===== src/rtl/reorder_buffer_pkg.sv =====
// Shared constants, entry-type encodings and the per-entry record for the
// reorder buffer.
package rob_pkg;

    localparam int TAG_W     = 4;
    localparam int ROB_DEPTH = 1 << TAG_W;

    typedef enum logic [1:0] {
        ROB_NORMAL = 2'd0,
        ROB_SIMPLE = 2'd1,
        ROB_BRANCH = 2'd2,
        ROB_STORE  = 2'd3
    } rob_type_e;

    typedef struct packed {
        logic      busy;
        logic      ready;
        rob_type_e typ;
        logic [4:0]  dest;
        logic [31:0] value;
        logic      pred_taken;
        logic      act_taken;
    } rob_entry_t;

endpackage


===== src/rtl/reorder_buffer_if.sv =====
// Dispatch, writeback and retirement signals of the reorder buffer.
// No back-pressure handshake: dispatch watches rob_full; every pulse output is valid for one cycle.
interface reorder_buffer_if;
    import rob_pkg::*;

    logic              alloc_valid;
    logic [1:0]        alloc_type;
    logic [4:0]        alloc_dest;
    logic              alloc_pred_taken;
    logic [TAG_W-1:0]  alloc_tag;
    logic              rob_full;

    logic              simple_ins_commit;
    logic [TAG_W-1:0]  simple_ins_rename;
    logic [31:0]       simple_ins_value;

    logic              cdb_valid;
    logic [TAG_W-1:0]  cdb_tag;
    logic [31:0]       cdb_value;
    logic              cdb_branch_taken;

    logic              register_update_flag;
    logic [4:0]        register_commit_dest;
    logic [31:0]       register_commit_value;
    logic [TAG_W-1:0]  rename_of_commit_ins;
    logic              store_commit;
    logic [TAG_W-1:0]  store_commit_tag;
    logic              rob_flush;
    logic [31:0]       rob_flush_pc;

    modport master (
        output alloc_valid, alloc_type, alloc_dest, alloc_pred_taken,
        output simple_ins_commit, simple_ins_rename, simple_ins_value,
        output cdb_valid, cdb_tag, cdb_value, cdb_branch_taken,
        input  alloc_tag, rob_full,
        input  register_update_flag, register_commit_dest, register_commit_value,
        input  rename_of_commit_ins, store_commit, store_commit_tag, rob_flush, rob_flush_pc
    );

    modport slave (
        input  alloc_valid, alloc_type, alloc_dest, alloc_pred_taken,
        input  simple_ins_commit, simple_ins_rename, simple_ins_value,
        input  cdb_valid, cdb_tag, cdb_value, cdb_branch_taken,
        output alloc_tag, rob_full,
        output register_update_flag, register_commit_dest, register_commit_value,
        output rename_of_commit_ins, store_commit, store_commit_tag, rob_flush, rob_flush_pc
    );

endinterface


===== src/rtl/reorder_buffer_ptr_ctrl.sv =====
// Head/tail/count bookkeeping for the circular reorder buffer.
// alloc_i and retire_i are already qualified by the caller; flush_i wins over both.
module rob_ptr_ctrl
    import rob_pkg::*;
(
    input  logic             clk,
    input  logic             rst,
    input  logic             alloc_i,
    input  logic             retire_i,
    input  logic             flush_i,
    output logic [TAG_W-1:0] head_o,
    output logic [TAG_W-1:0] tail_o,
    output logic [TAG_W:0]   count_o,
    output logic             full_o,
    output logic             empty_o
);

    logic [TAG_W-1:0] head_q, head_d, tail_q, tail_d;
    logic [TAG_W:0]   count_q, count_d;

    always_comb begin
        head_d  = head_q;
        tail_d  = tail_q;
        count_d = count_q;
        if (flush_i) begin
            head_d  = '0;
            tail_d  = '0;
            count_d = '0;
        end else begin
            // Pointers wrap naturally at TAG_W bits.
            if (alloc_i)  tail_d = tail_q + TAG_W'(1);
            if (retire_i) head_d = head_q + TAG_W'(1);
            count_d = count_q + (TAG_W+1)'(alloc_i) - (TAG_W+1)'(retire_i);
        end
    end

    always_ff @(posedge clk or negedge rst) begin
        if (!rst) begin
            head_q  <= '0;
            tail_q  <= '0;
            count_q <= '0;
        end else begin
            head_q  <= head_d;
            tail_q  <= tail_d;
            count_q <= count_d;
        end
    end

    assign head_o  = head_q;
    assign tail_o  = tail_q;
    assign count_o = count_q;
    assign full_o  = (count_q == (TAG_W+1)'(ROB_DEPTH));
    assign empty_o = (count_q == '0);

endmodule


===== src/rtl/reorder_buffer.sv =====
// In-order retirement queue: allocates rename tags, collects CDB/simple-path
// results and retires one entry per cycle into registered commit outputs.
module reorder_buffer
    import rob_pkg::*;
(
    input  logic               clk,
    input  logic               rst,
    input  logic               rdy,
    reorder_buffer_if.slave    bus
);

    logic [TAG_W-1:0] head, tail;
    logic [TAG_W:0]   count;
    logic             full, empty;
    logic             retire, mispredict, flush, alloc_go;

    rob_entry_t entries_q [ROB_DEPTH];
    rob_entry_t entries_d [ROB_DEPTH];
    rob_entry_t head_ent;

    logic              upd_q, st_q, flush_q;
    logic [4:0]        dest_q;
    logic [31:0]       value_q, flush_pc_q;
    logic [TAG_W-1:0]  ren_q, st_tag_q;

    rob_ptr_ctrl u_ptr (
        .clk      (clk),
        .rst      (rst),
        .alloc_i  (alloc_go),
        .retire_i (retire),
        .flush_i  (flush),
        .head_o   (head),
        .tail_o   (tail),
        .count_o  (count),
        .full_o   (full),
        .empty_o  (empty)
    );

    // Retire looks only at registered readiness, so a writeback retires one cycle later.
    assign head_ent   = entries_q[head];
    assign retire     = rdy && !empty && head_ent.busy && head_ent.ready;
    assign mispredict = (head_ent.typ == ROB_BRANCH) && (head_ent.act_taken != head_ent.pred_taken);
    assign flush      = retire && mispredict;
    assign alloc_go   = rdy && bus.alloc_valid && !full && !flush;

    always_comb begin
        for (int i = 0; i < ROB_DEPTH; i++) entries_d[i] = entries_q[i];
        if (rdy) begin
            if (bus.simple_ins_commit && entries_q[bus.simple_ins_rename].busy) begin
                entries_d[bus.simple_ins_rename].ready = 1'b1;
                entries_d[bus.simple_ins_rename].value = bus.simple_ins_value;
            end
            // Applied after the simple path so the CDB wins on a tag collision.
            if (bus.cdb_valid && entries_q[bus.cdb_tag].busy) begin
                entries_d[bus.cdb_tag].ready     = 1'b1;
                entries_d[bus.cdb_tag].value     = bus.cdb_value;
                entries_d[bus.cdb_tag].act_taken = bus.cdb_branch_taken;
            end
            if (retire) begin
                entries_d[head].busy  = 1'b0;
                entries_d[head].ready = 1'b0;
            end
            if (alloc_go) begin
                entries_d[tail].busy       = 1'b1;
                entries_d[tail].ready      = 1'b0;
                entries_d[tail].typ        = rob_type_e'(bus.alloc_type);
                entries_d[tail].dest       = bus.alloc_dest;
                entries_d[tail].pred_taken = bus.alloc_pred_taken;
                entries_d[tail].act_taken  = 1'b0;
            end
            if (flush) begin
                for (int i = 0; i < ROB_DEPTH; i++) begin
                    entries_d[i].busy  = 1'b0;
                    entries_d[i].ready = 1'b0;
                end
            end
        end
    end

    always_ff @(posedge clk or negedge rst) begin
        if (!rst) begin
            for (int i = 0; i < ROB_DEPTH; i++) entries_q[i] <= '0;
        end else begin
            for (int i = 0; i < ROB_DEPTH; i++) entries_q[i] <= entries_d[i];
        end
    end

    // Pulses clear every enabled cycle; data fields keep their last retired value.
    always_ff @(posedge clk or negedge rst) begin
        if (!rst) begin
            upd_q      <= 1'b0;
            dest_q     <= '0;
            value_q    <= '0;
            ren_q      <= '0;
            st_q       <= 1'b0;
            st_tag_q   <= '0;
            flush_q    <= 1'b0;
            flush_pc_q <= '0;
        end else if (rdy) begin
            upd_q   <= 1'b0;
            st_q    <= 1'b0;
            flush_q <= 1'b0;
            if (retire) begin
                case (head_ent.typ)
                    ROB_NORMAL, ROB_SIMPLE: begin
                        upd_q   <= 1'b1;
                        dest_q  <= head_ent.dest;
                        value_q <= head_ent.value;
                        ren_q   <= head;
                    end
                    ROB_STORE: begin
                        st_q     <= 1'b1;
                        st_tag_q <= head;
                    end
                    default: begin
                        if (mispredict) begin
                            flush_q    <= 1'b1;
                            flush_pc_q <= head_ent.value;
                        end
                    end
                endcase
            end
        end
    end

    assign bus.alloc_tag             = tail;
    assign bus.rob_full              = full;
    assign bus.register_update_flag  = upd_q;
    assign bus.register_commit_dest  = dest_q;
    assign bus.register_commit_value = value_q;
    assign bus.rename_of_commit_ins  = ren_q;
    assign bus.store_commit          = st_q;
    assign bus.store_commit_tag      = st_tag_q;
    assign bus.rob_flush             = flush_q;
    assign bus.rob_flush_pc          = flush_pc_q;

endmodule


===== src/flat_wrapper.sv =====
// flat-port wrapper written by rule: the top's interface ports become plain ports
module reorder_buffer_flat import rob_pkg::*;
  (clk, rst, rdy, bus_alloc_valid, bus_alloc_type, bus_alloc_dest, bus_alloc_pred_taken, bus_simple_ins_commit, bus_simple_ins_rename, bus_simple_ins_value, bus_cdb_valid, bus_cdb_tag, bus_cdb_value, bus_cdb_branch_taken, bus_alloc_tag, bus_rob_full, bus_register_update_flag, bus_register_commit_dest, bus_register_commit_value, bus_rename_of_commit_ins, bus_store_commit, bus_store_commit_tag, bus_rob_flush, bus_rob_flush_pc);
  reorder_buffer_if bus_i ();
  input  logic clk;
  input  logic rst;
  input  logic rdy;
  input wire logic [$bits(bus_i.alloc_valid)-1:0] bus_alloc_valid;
  input wire logic [$bits(bus_i.alloc_type)-1:0] bus_alloc_type;
  input wire logic [$bits(bus_i.alloc_dest)-1:0] bus_alloc_dest;
  input wire logic [$bits(bus_i.alloc_pred_taken)-1:0] bus_alloc_pred_taken;
  input wire logic [$bits(bus_i.simple_ins_commit)-1:0] bus_simple_ins_commit;
  input wire logic [$bits(bus_i.simple_ins_rename)-1:0] bus_simple_ins_rename;
  input wire logic [$bits(bus_i.simple_ins_value)-1:0] bus_simple_ins_value;
  input wire logic [$bits(bus_i.cdb_valid)-1:0] bus_cdb_valid;
  input wire logic [$bits(bus_i.cdb_tag)-1:0] bus_cdb_tag;
  input wire logic [$bits(bus_i.cdb_value)-1:0] bus_cdb_value;
  input wire logic [$bits(bus_i.cdb_branch_taken)-1:0] bus_cdb_branch_taken;
  output wire logic [$bits(bus_i.alloc_tag)-1:0] bus_alloc_tag;
  output wire logic [$bits(bus_i.rob_full)-1:0] bus_rob_full;
  output wire logic [$bits(bus_i.register_update_flag)-1:0] bus_register_update_flag;
  output wire logic [$bits(bus_i.register_commit_dest)-1:0] bus_register_commit_dest;
  output wire logic [$bits(bus_i.register_commit_value)-1:0] bus_register_commit_value;
  output wire logic [$bits(bus_i.rename_of_commit_ins)-1:0] bus_rename_of_commit_ins;
  output wire logic [$bits(bus_i.store_commit)-1:0] bus_store_commit;
  output wire logic [$bits(bus_i.store_commit_tag)-1:0] bus_store_commit_tag;
  output wire logic [$bits(bus_i.rob_flush)-1:0] bus_rob_flush;
  output wire logic [$bits(bus_i.rob_flush_pc)-1:0] bus_rob_flush_pc;
  assign bus_i.alloc_valid = bus_alloc_valid;
  assign bus_i.alloc_type = bus_alloc_type;
  assign bus_i.alloc_dest = bus_alloc_dest;
  assign bus_i.alloc_pred_taken = bus_alloc_pred_taken;
  assign bus_i.simple_ins_commit = bus_simple_ins_commit;
  assign bus_i.simple_ins_rename = bus_simple_ins_rename;
  assign bus_i.simple_ins_value = bus_simple_ins_value;
  assign bus_i.cdb_valid = bus_cdb_valid;
  assign bus_i.cdb_tag = bus_cdb_tag;
  assign bus_i.cdb_value = bus_cdb_value;
  assign bus_i.cdb_branch_taken = bus_cdb_branch_taken;
  assign bus_alloc_tag = bus_i.alloc_tag;
  assign bus_rob_full = bus_i.rob_full;
  assign bus_register_update_flag = bus_i.register_update_flag;
  assign bus_register_commit_dest = bus_i.register_commit_dest;
  assign bus_register_commit_value = bus_i.register_commit_value;
  assign bus_rename_of_commit_ins = bus_i.rename_of_commit_ins;
  assign bus_store_commit = bus_i.store_commit;
  assign bus_store_commit_tag = bus_i.store_commit_tag;
  assign bus_rob_flush = bus_i.rob_flush;
  assign bus_rob_flush_pc = bus_i.rob_flush_pc;
  reorder_buffer u_core (.clk(clk), .rst(rst), .rdy(rdy), .bus(bus_i));
endmodule

===== config.mk =====
export PLATFORM = sky130hd
export DESIGN_NAME = reorder_buffer_flat
export DESIGN_NICKNAME = d
export VERILOG_FILES = /design/src/rtl/reorder_buffer_pkg.sv /design/src/rtl/reorder_buffer_if.sv /design/src/rtl/reorder_buffer_ptr_ctrl.sv /design/src/rtl/reorder_buffer.sv /design/src/flat_wrapper.sv
export SDC_FILE = /design/constraint.sdc
export NUM_CORES = 2
export LEC_CHECK = 0
export CORE_MARGIN = 2
export CORE_UTILIZATION = 65
export CTS_BUF_LIST = sky130_fd_sc_hd__clkbuf_8
export CTS_CLUSTER_DIAMETER = 100
export DETAILED_ROUTE_END_ITERATION = 10
export PLACE_DENSITY_LB_ADDON = 0.05
export SYNTH_ARGS = -nofsm -noshare
export SYNTH_HDL_FRONTEND = slang
export SYNTH_HIERARCHICAL = 1
export SYNTH_SLANG_ARGS = --single-unit
export TNS_END_PERCENT = 100

===== constraint.sdc =====
create_clock -name clk -period 11.7 [get_ports clk]
set_input_delay 2.925 -clock clk [delete_from_list [all_inputs] [get_ports clk]]
set_output_delay 2.925 -clock clk [all_outputs]
set_load 0.01 [all_outputs]

=== Word-level counts from Yosys, hierarchy flattened ===
Cells that the tools add are included.

* Add/subtract/negate cells: 4
* Order comparisons: 8
* Equal/unequal tests: 5
* Muxes and demuxes: 83
* Bitwise operators: 5
* Reduce and logical (&&, ||, !) cells: 26

{| class="wikitable"
|+ Operators with widths
! operator !! count
|-
| $bwmux W688 || 13
|-
| $mux W688 || 7
|-
| $demux W43 S4 || 13
|-
| $bmux W43 S4 || 3
|-
| $mux W43 || 8
|-
| $mux W42 || 4
|-
| $mux W34 || 2
|-
| $mux W41 || 1
|-
| $mux W39 || 1
|-
| $mux W2 || 17
|-
| $ge A5 B5 Y1 const B || 4
|-
| $lt A5 B1 Y1 const B || 4
|-
| $not A4 Y5 || 4
|-
| $mux W4 || 4
|-
| $logic_and A1 B1 Y1 || 14
|-
| $mux W1 || 9
|-
| $add A4 B1 Y4 const B || 2
|-
| $reduce_and A3 Y1 || 2
|-
| $add A5 B1 Y5 || 1
|-
| $eq A5 B5 Y1 const B || 1
|-
| $logic_not A5 Y1 || 1
|-
| $mux W5 || 1
|-
| $sub A5 B1 Y5 || 1
|-
| $eq A2 B2 Y1 const B || 2
|-
| other kinds (9) || 12
|}

* Register bits: 781
* Bits of input ports: 87
* Output and inout bits: 85

=== Depth between registers and ports, before layout ===
* Depth after elaboration: 26
* Depth in mapped cells: 15

=== Hierarchy ===
Netlist, hierarchy kept.

{| class="wikitable"
|+ Modules (own cells, without submodules)
! module !! instances !! cells each !! area each (µm²) !! seq. area each (µm²)
|-
| reorder_buffer || 1 || 3,461 || 37,683.6 || 19,218.4
|-
| rob_ptr_ctrl || 1 || 70 || 725.7 || 325.3
|}

=== Worst setup path before layout ===
Ideal clock, no wire load.

* Path type: in2reg
* From: in rdy
* To: reg u_core.u_ptr.count_q[4] (netlist: u_core/u_ptr/count_o[4])
* Arrival time: 5.383 ns
* Slack: 6.240 ns
* Cell stages on the path: 13
* Buffers on the path: 0
* Path through: inv_1 > a311oi_1 > o2111ai_2 > or2_2 > inv_1 > ha_1 > inv_1 > ha_1 > inv_1 > fa_1 > nand2b_1 > a2111o_1 > o21ai_1

* Cells in the longest elaborated chain, start to end: 9
* Elaborated cells on any way between the ends: 11
* Classes of those cells: 2 x add/sub; 1 x mux; 8 x reduce/logical

{| class="wikitable"
|+ RTL lines
! what !! line !! source
|-
| start: declaration || flat_wrapper.sv:7 || <nowiki>input logic rdy;</nowiki>
|-
| $logic_and A1 B1 Y1 (*) (3 in series) || reorder_buffer.sv:41 || <nowiki>assign retire = rdy && !empty && head_ent.busy && head_ent.ready;</nowiki>
|-
| net u_core.retire || reorder_buffer.sv:15 || <nowiki>logic retire, mispredict, flush, alloc_go;</nowiki>
|-
| $logic_and A1 B1 Y1 || reorder_buffer.sv:43 || <nowiki>assign flush = retire && mispredict;</nowiki>
|-
| $logic_not A1 Y1 || reorder_buffer.sv:44 || <nowiki>assign alloc_go = rdy && bus.alloc_valid && !full && !flush;</nowiki>
|-
| $logic_and A1 B1 Y1 || reorder_buffer.sv:44 ||
|-
| $add A5 B1 Y5 || reorder_buffer_ptr_ctrl.sv:33 || <nowiki>count_d = count_q + (TAG_W+1)'(alloc_i) - (TAG_W+1)'(retire_i);</nowiki>
|-
| $sub A5 B1 Y5 || reorder_buffer_ptr_ctrl.sv:33 ||
|-
| $mux W5 (*) || reorder_buffer_ptr_ctrl.sv:25 || <nowiki>if (flush_i) begin</nowiki>
|-
| net u_core.u_ptr.count_d[4] || reorder_buffer_ptr_ctrl.sv:19 || <nowiki>logic [TAG_W:0] count_q, count_d;</nowiki>
|-
| end signal: assignment || reorder_buffer_ptr_ctrl.sv:45 || <nowiki>count_q <= count_d;</nowiki>
|-
| end: declaration || reorder_buffer_ptr_ctrl.sv:19 ||
|}

Mark *: on every way through the listed nets, which the timed path passes. The rest lies on a longest branch.
A chain may end at the register's enable or synchronous reset.

=== Worst setup path after layout ===
* From: in bus_cdb_tag[0]
* To: reg u_core/entries_q[617] (netlist name)

* Cells in the longest elaborated chain, start to end: 20
* Elaborated cells on any way between the ends: 28
* Classes of those cells: 2 x order compare; 23 x mux; 1 x bitwise; 2 x reduce/logical

{| class="wikitable"
|+ RTL lines
! what !! line !! source
|-
| start: declaration || flat_wrapper.sv:16 || <nowiki>input wire logic [$bits(bus_i.cdb_tag)-1:0] bus_cdb_tag;</nowiki>
|-
| $not A4 Y5 (not written as such) (*) || n/a ||
|-
| $ge A5 B5 Y1 (not written as such) or $lt A5 B1 Y1 (tied branches) || reorder_buffer.sv:56 || <nowiki>entries_d[bus.cdb_tag].value = bus.cdb_value;</nowiki>
|-
| $logic_and A1 B1 Y1 (not written as such) || reorder_buffer.sv:56 ||
|-
| $mux W34 (not written as such) || reorder_buffer.sv:56 ||
|-
| $demux W43 S4 || reorder_buffer.sv:56 ||
|-
| $bwmux W688 || reorder_buffer.sv:56 ||
|-
| $bwmux W688 || reorder_buffer.sv:57 || <nowiki>entries_d[bus.cdb_tag].act_taken = bus.cdb_branch_taken;</nowiki>
|-
| $mux W688 (*) || reorder_buffer.sv:54 || <nowiki>if (bus.cdb_valid && entries_q[bus.cdb_tag].busy) begin</nowiki>
|-
| [4 not listed] || n/a ||
|-
| $mux W688 (*) || reorder_buffer.sv:48 || <nowiki>if (rdy) begin</nowiki>
|-
| $bwmux W688 || reorder_buffer.sv:64 || <nowiki>entries_d[tail].busy = 1'b1;</nowiki>
|-
| $bwmux W688 || reorder_buffer.sv:65 || <nowiki>entries_d[tail].ready = 1'b0;</nowiki>
|-
| $bwmux W688 || reorder_buffer.sv:66 || <nowiki>entries_d[tail].typ = rob_type_e'(bus.alloc_type);</nowiki>
|-
| $bwmux W688 || reorder_buffer.sv:67 || <nowiki>entries_d[tail].dest = bus.alloc_dest;</nowiki>
|-
| $bwmux W688 || reorder_buffer.sv:68 || <nowiki>entries_d[tail].pred_taken = bus.alloc_pred_taken;</nowiki>
|-
| $bwmux W688 || reorder_buffer.sv:69 || <nowiki>entries_d[tail].act_taken = 1'b0;</nowiki>
|-
| $mux W688 (*) || reorder_buffer.sv:63 || <nowiki>if (alloc_go) begin</nowiki>
|}

Mark *: on every way between the ends. The rest lies on a longest branch, timed or not. The select of a mux whose other input is x is not followed.

==> reports/results.ini <==
[placed_design]
placed_area_mm2=0.0400
gp_congestion=0.870
portBuffers=171
hpwl_mm=69.5

[sta]
worstMarginPinSlew_ns=1.43
whs_ns=0.490
fin_worst_skew_ns=0.0288
tns_ns=0
timing.final.crit_period_ns=6.02
drv_slew=0
rsz0062_at_grt=false
finalCritPeriodShare_pct=51.5
relSlewSlack_pct=4.50
fmax_mhz=166
finalSetupViolCount=0
finalHoldViolations=0

[worst_setup_path]
worst-path-stages=7
r2r_cells=11
rrSetupSlack_ns=5.80
crit_arrival_ns=6.63
crit_buf_inv=1
critPathCaptureType=flop
crit-reg2reg-launch=u_core/u_ptr/head_o[0]$_DFFE_PN0P_
critPathTopFamily=simple AND/OR/NAND/NOR gates
crit_path_start_kind=input port
worst-path-max-fanout=34
slowest_delay_ns=0.88
r2r-end=u_core/entries_q[36]$_DFFE_PN0P_
critPathSlowestCell=clkdlybuf4s50_1
required_ns=12.31
path_cells=clkdlybuf4s50_1 -> mux4_2 -> nand3b_1 -> or2_2 -> nand2b_2 -> o22ai_1 -> a21oi_1
worstSetupPathType=in -> reg

[cells_and_area]
final_cell_area_mm2=0.0426
area_growth_pct=10.9
multi_input_area_mm2=0.0173
seqCellArea_mm2=0.0196
drive_above_1_share_pct=20.3
fillerInstances=4058
num-nets-final=3556

[synth]
synth-edff-count=0
yosysTopAreaCell=dfrtp_1
seq_area_frac_synth_pct=50.9
synth_cell_types=55
synth_most_common_cell=dfrtp_1
synthCells=3531
synth_seq_cells=781
syn_area_per_cell_um2=10.9
synth_area_leaders=dfrtp_1 (51%), mux4_2 (13%), o22ai_1 (8.3%)
yosysWarningCount=6
synthTopCellsByCount=dfrtp_1 (781), nor2_1 (591), a21oi_1 (528)
yosys.area.top_type_share_pct=50.9
synthFlopType=dfrtp_1
async_reset_ff_share_pct=100
syn_area_mm2=0.0384
synth_nets=3627

[clock_network]
cts_sinks=781
htreeDepth=4
hold_buffers=0
numCtsBuffers=134
cts_buffer_depth=3
cts_resized=0
clk_latency_ns=0.80
cts_tree=done
cts_root_buf=clkbuf_8
path_clk_slew_ns=0.06
post_cts_buffers=0

[die]
rows=89
die_area_mm2=0.0611
io_pins=172
initial_core_util_pct=65.4
die_x_um=247
die_height_um=247
core_mm2=0.0587

[global_routing]
grt_antenna_before_repair=10
grt_use_total_pct=42.8
grt_overflow=0
grt_max_degree=287
grt_pass1_vias=32400
grt_pass1_wl_mm=195

[power]
vdd_drop_max_v=0.000356
powerDensity_mw_per_mm2=250
leakagePower_nw=18.2

[worst_hold_path]
hp-start=u_core/entries_q[559]$_DFFE_PN0P_
hold_path.class=reg -> reg
hold_depth=1
min_to=u_core/entries_q[559]$_DFFE_PN0P_

[routing]
avgRoutedWirePerCell_um=29.7
drtPass1Iterations=9
vias=32000
viasPerCell=7.38
drc=0
drtIter0Drc=4840
ant_nets=0
routed_wirelength_mm=129

[status]
status=finished clean

[run]
drv_cap=0

==> placed cells by master (no fill, tap or decap), types with 17 or more instances in the layout <==
| master | count |
|---|---|
| dfrtp_1 | 777 |
| nor2_1 | 576 |
| a21oi_1 | 527 |
| o22ai_1 | 512 |
| mux4_2 | 216 |
| mux2_2 | 207 |
| clkdlybuf4s50_1 | 169 |
| clkbuf_8 | 165 |
| inv_1 | 64 |
| buf_4 | 51 |
| nand2_1 | 36 |
| a21o_1 | 18 |
| nand3_1 | 17 |
==> worst reg2reg max path, stage by stage (launching register included) <==
cell,delay (ns)
dfrtp_4,0.91
buf_4,0.76
buf_12,0.65
mux4_2,0.64
a22o_1,0.25
nor2_1,0.22
nor3_2,0.08
buf_4,0.22
nand3_4,0.24
inv_4,0.40
nor4_4,0.97
mux2_2,0.43
==> logic make-up after synthesis <==
| family | Yosys count | share of synthesized area, % |
|---|---|---|
| muxes | 426 | 18.8 |
| xor gates and xnor gates | 9 | 0.225 |
| DFF | 781 | 50.9 |
| AOI/OAI and AO/OA | 1138 | 17.5 |
| and+or+nand+nor | 723 | 7.77 |
| buffers and inverters | 445 | 4.50 |
| adders and majority gates | 9 | 0.313 |
==> metal layers <==
| metal | track usage [%] | vias up | routed length (um) |
|---|---|---|---|
| li1 | - | 12900 | - |
| met1 | 58.2 | 15800 | 46800 |
| met2 | 62.1 | 2643 | 56900 |
| met3 | 14.8 | 586 | 18600 |
| met4 | 20.9 | 10 | 6300 |
| met5 | 0.408 | - | 64 |
==> flip-flops by register name, summed over array words and instances, names as in the netlist <==
register and cells:
u_core/bus.register_commit_dest 5, u_core/bus.register_commit_value 32, u_core/bus.register_update_flag 1, u_core/bus.rename_of_commit_ins 4, u_core/bus.rob_flush 1, u_core/bus.rob_flush_pc 32, u_core/bus.store_commit 1, u_core/bus.store_commit_tag 4
u_core/entries_q 688, u_core/u_ptr/count_o 5, u_core/u_ptr/head_o 4, u_core/u_ptr/tail_o 4
==> layout make-up <==
class	instances	share of cell area [%]
sequential	781	45.9
multi-input combinational	2305	40.5
clock buffer	165	5.33
timing repair buffer	225	5.08
tap	773	2.27
clock inverter	69	0.728
inverter	13	0.120
antenna	6	0.0352
==> worst max path at each step <==
stage                                                  start                           endpoint  slack [ns]
after floorplan                                          rdy  u_core/u_ptr/count_o[4]$_DFF_PN0_        6.24
after global placement                        bus_cdb_tag[0]  u_core/entries_q[620]$_DFFE_PN0P_        5.09
after detailed placement                                 rdy   u_core/entries_q[36]$_DFFE_PN0P_        4.98
after CTS                 u_core/u_ptr/head_o[0]$_DFFE_PN0P_   u_core/entries_q[38]$_DFFE_PN0P_        5.74
after global routing      u_core/u_ptr/head_o[0]$_DFFE_PN0P_   u_core/entries_q[38]$_DFFE_PN0P_        5.42
final                                         bus_cdb_tag[0]  u_core/entries_q[617]$_DFFE_PN0P_        5.68
==> power breakdown <==
part / internal (mW) / leakage, nW / total (mW) / switching, mW
Sequential: 3.82 / 10.1 / 4.54 / 0.720
Clock: 1.27 / 1.50 / 2.40 / 1.13
Combinational: 1.94 / 6.59 / 3.72 / 1.78
Total: 7.03 / 18.2 / 10.7 / 3.63
==> per-stage QoR <==
stage                     cells  setup slack [ns]  util, %  total power [mW]
final                      4337              5.68     72.6              10.7
after global routing       4336              5.42     72.6              11.2
after CTS                  4331              5.74     72.6              10.6
after detailed placement   4097              4.98     68.2              8.23
after global placement     4097              5.09     68.2              7.99
after floorplan            3531              6.24        -              7.04
Power figures use the tool's default switching activity.
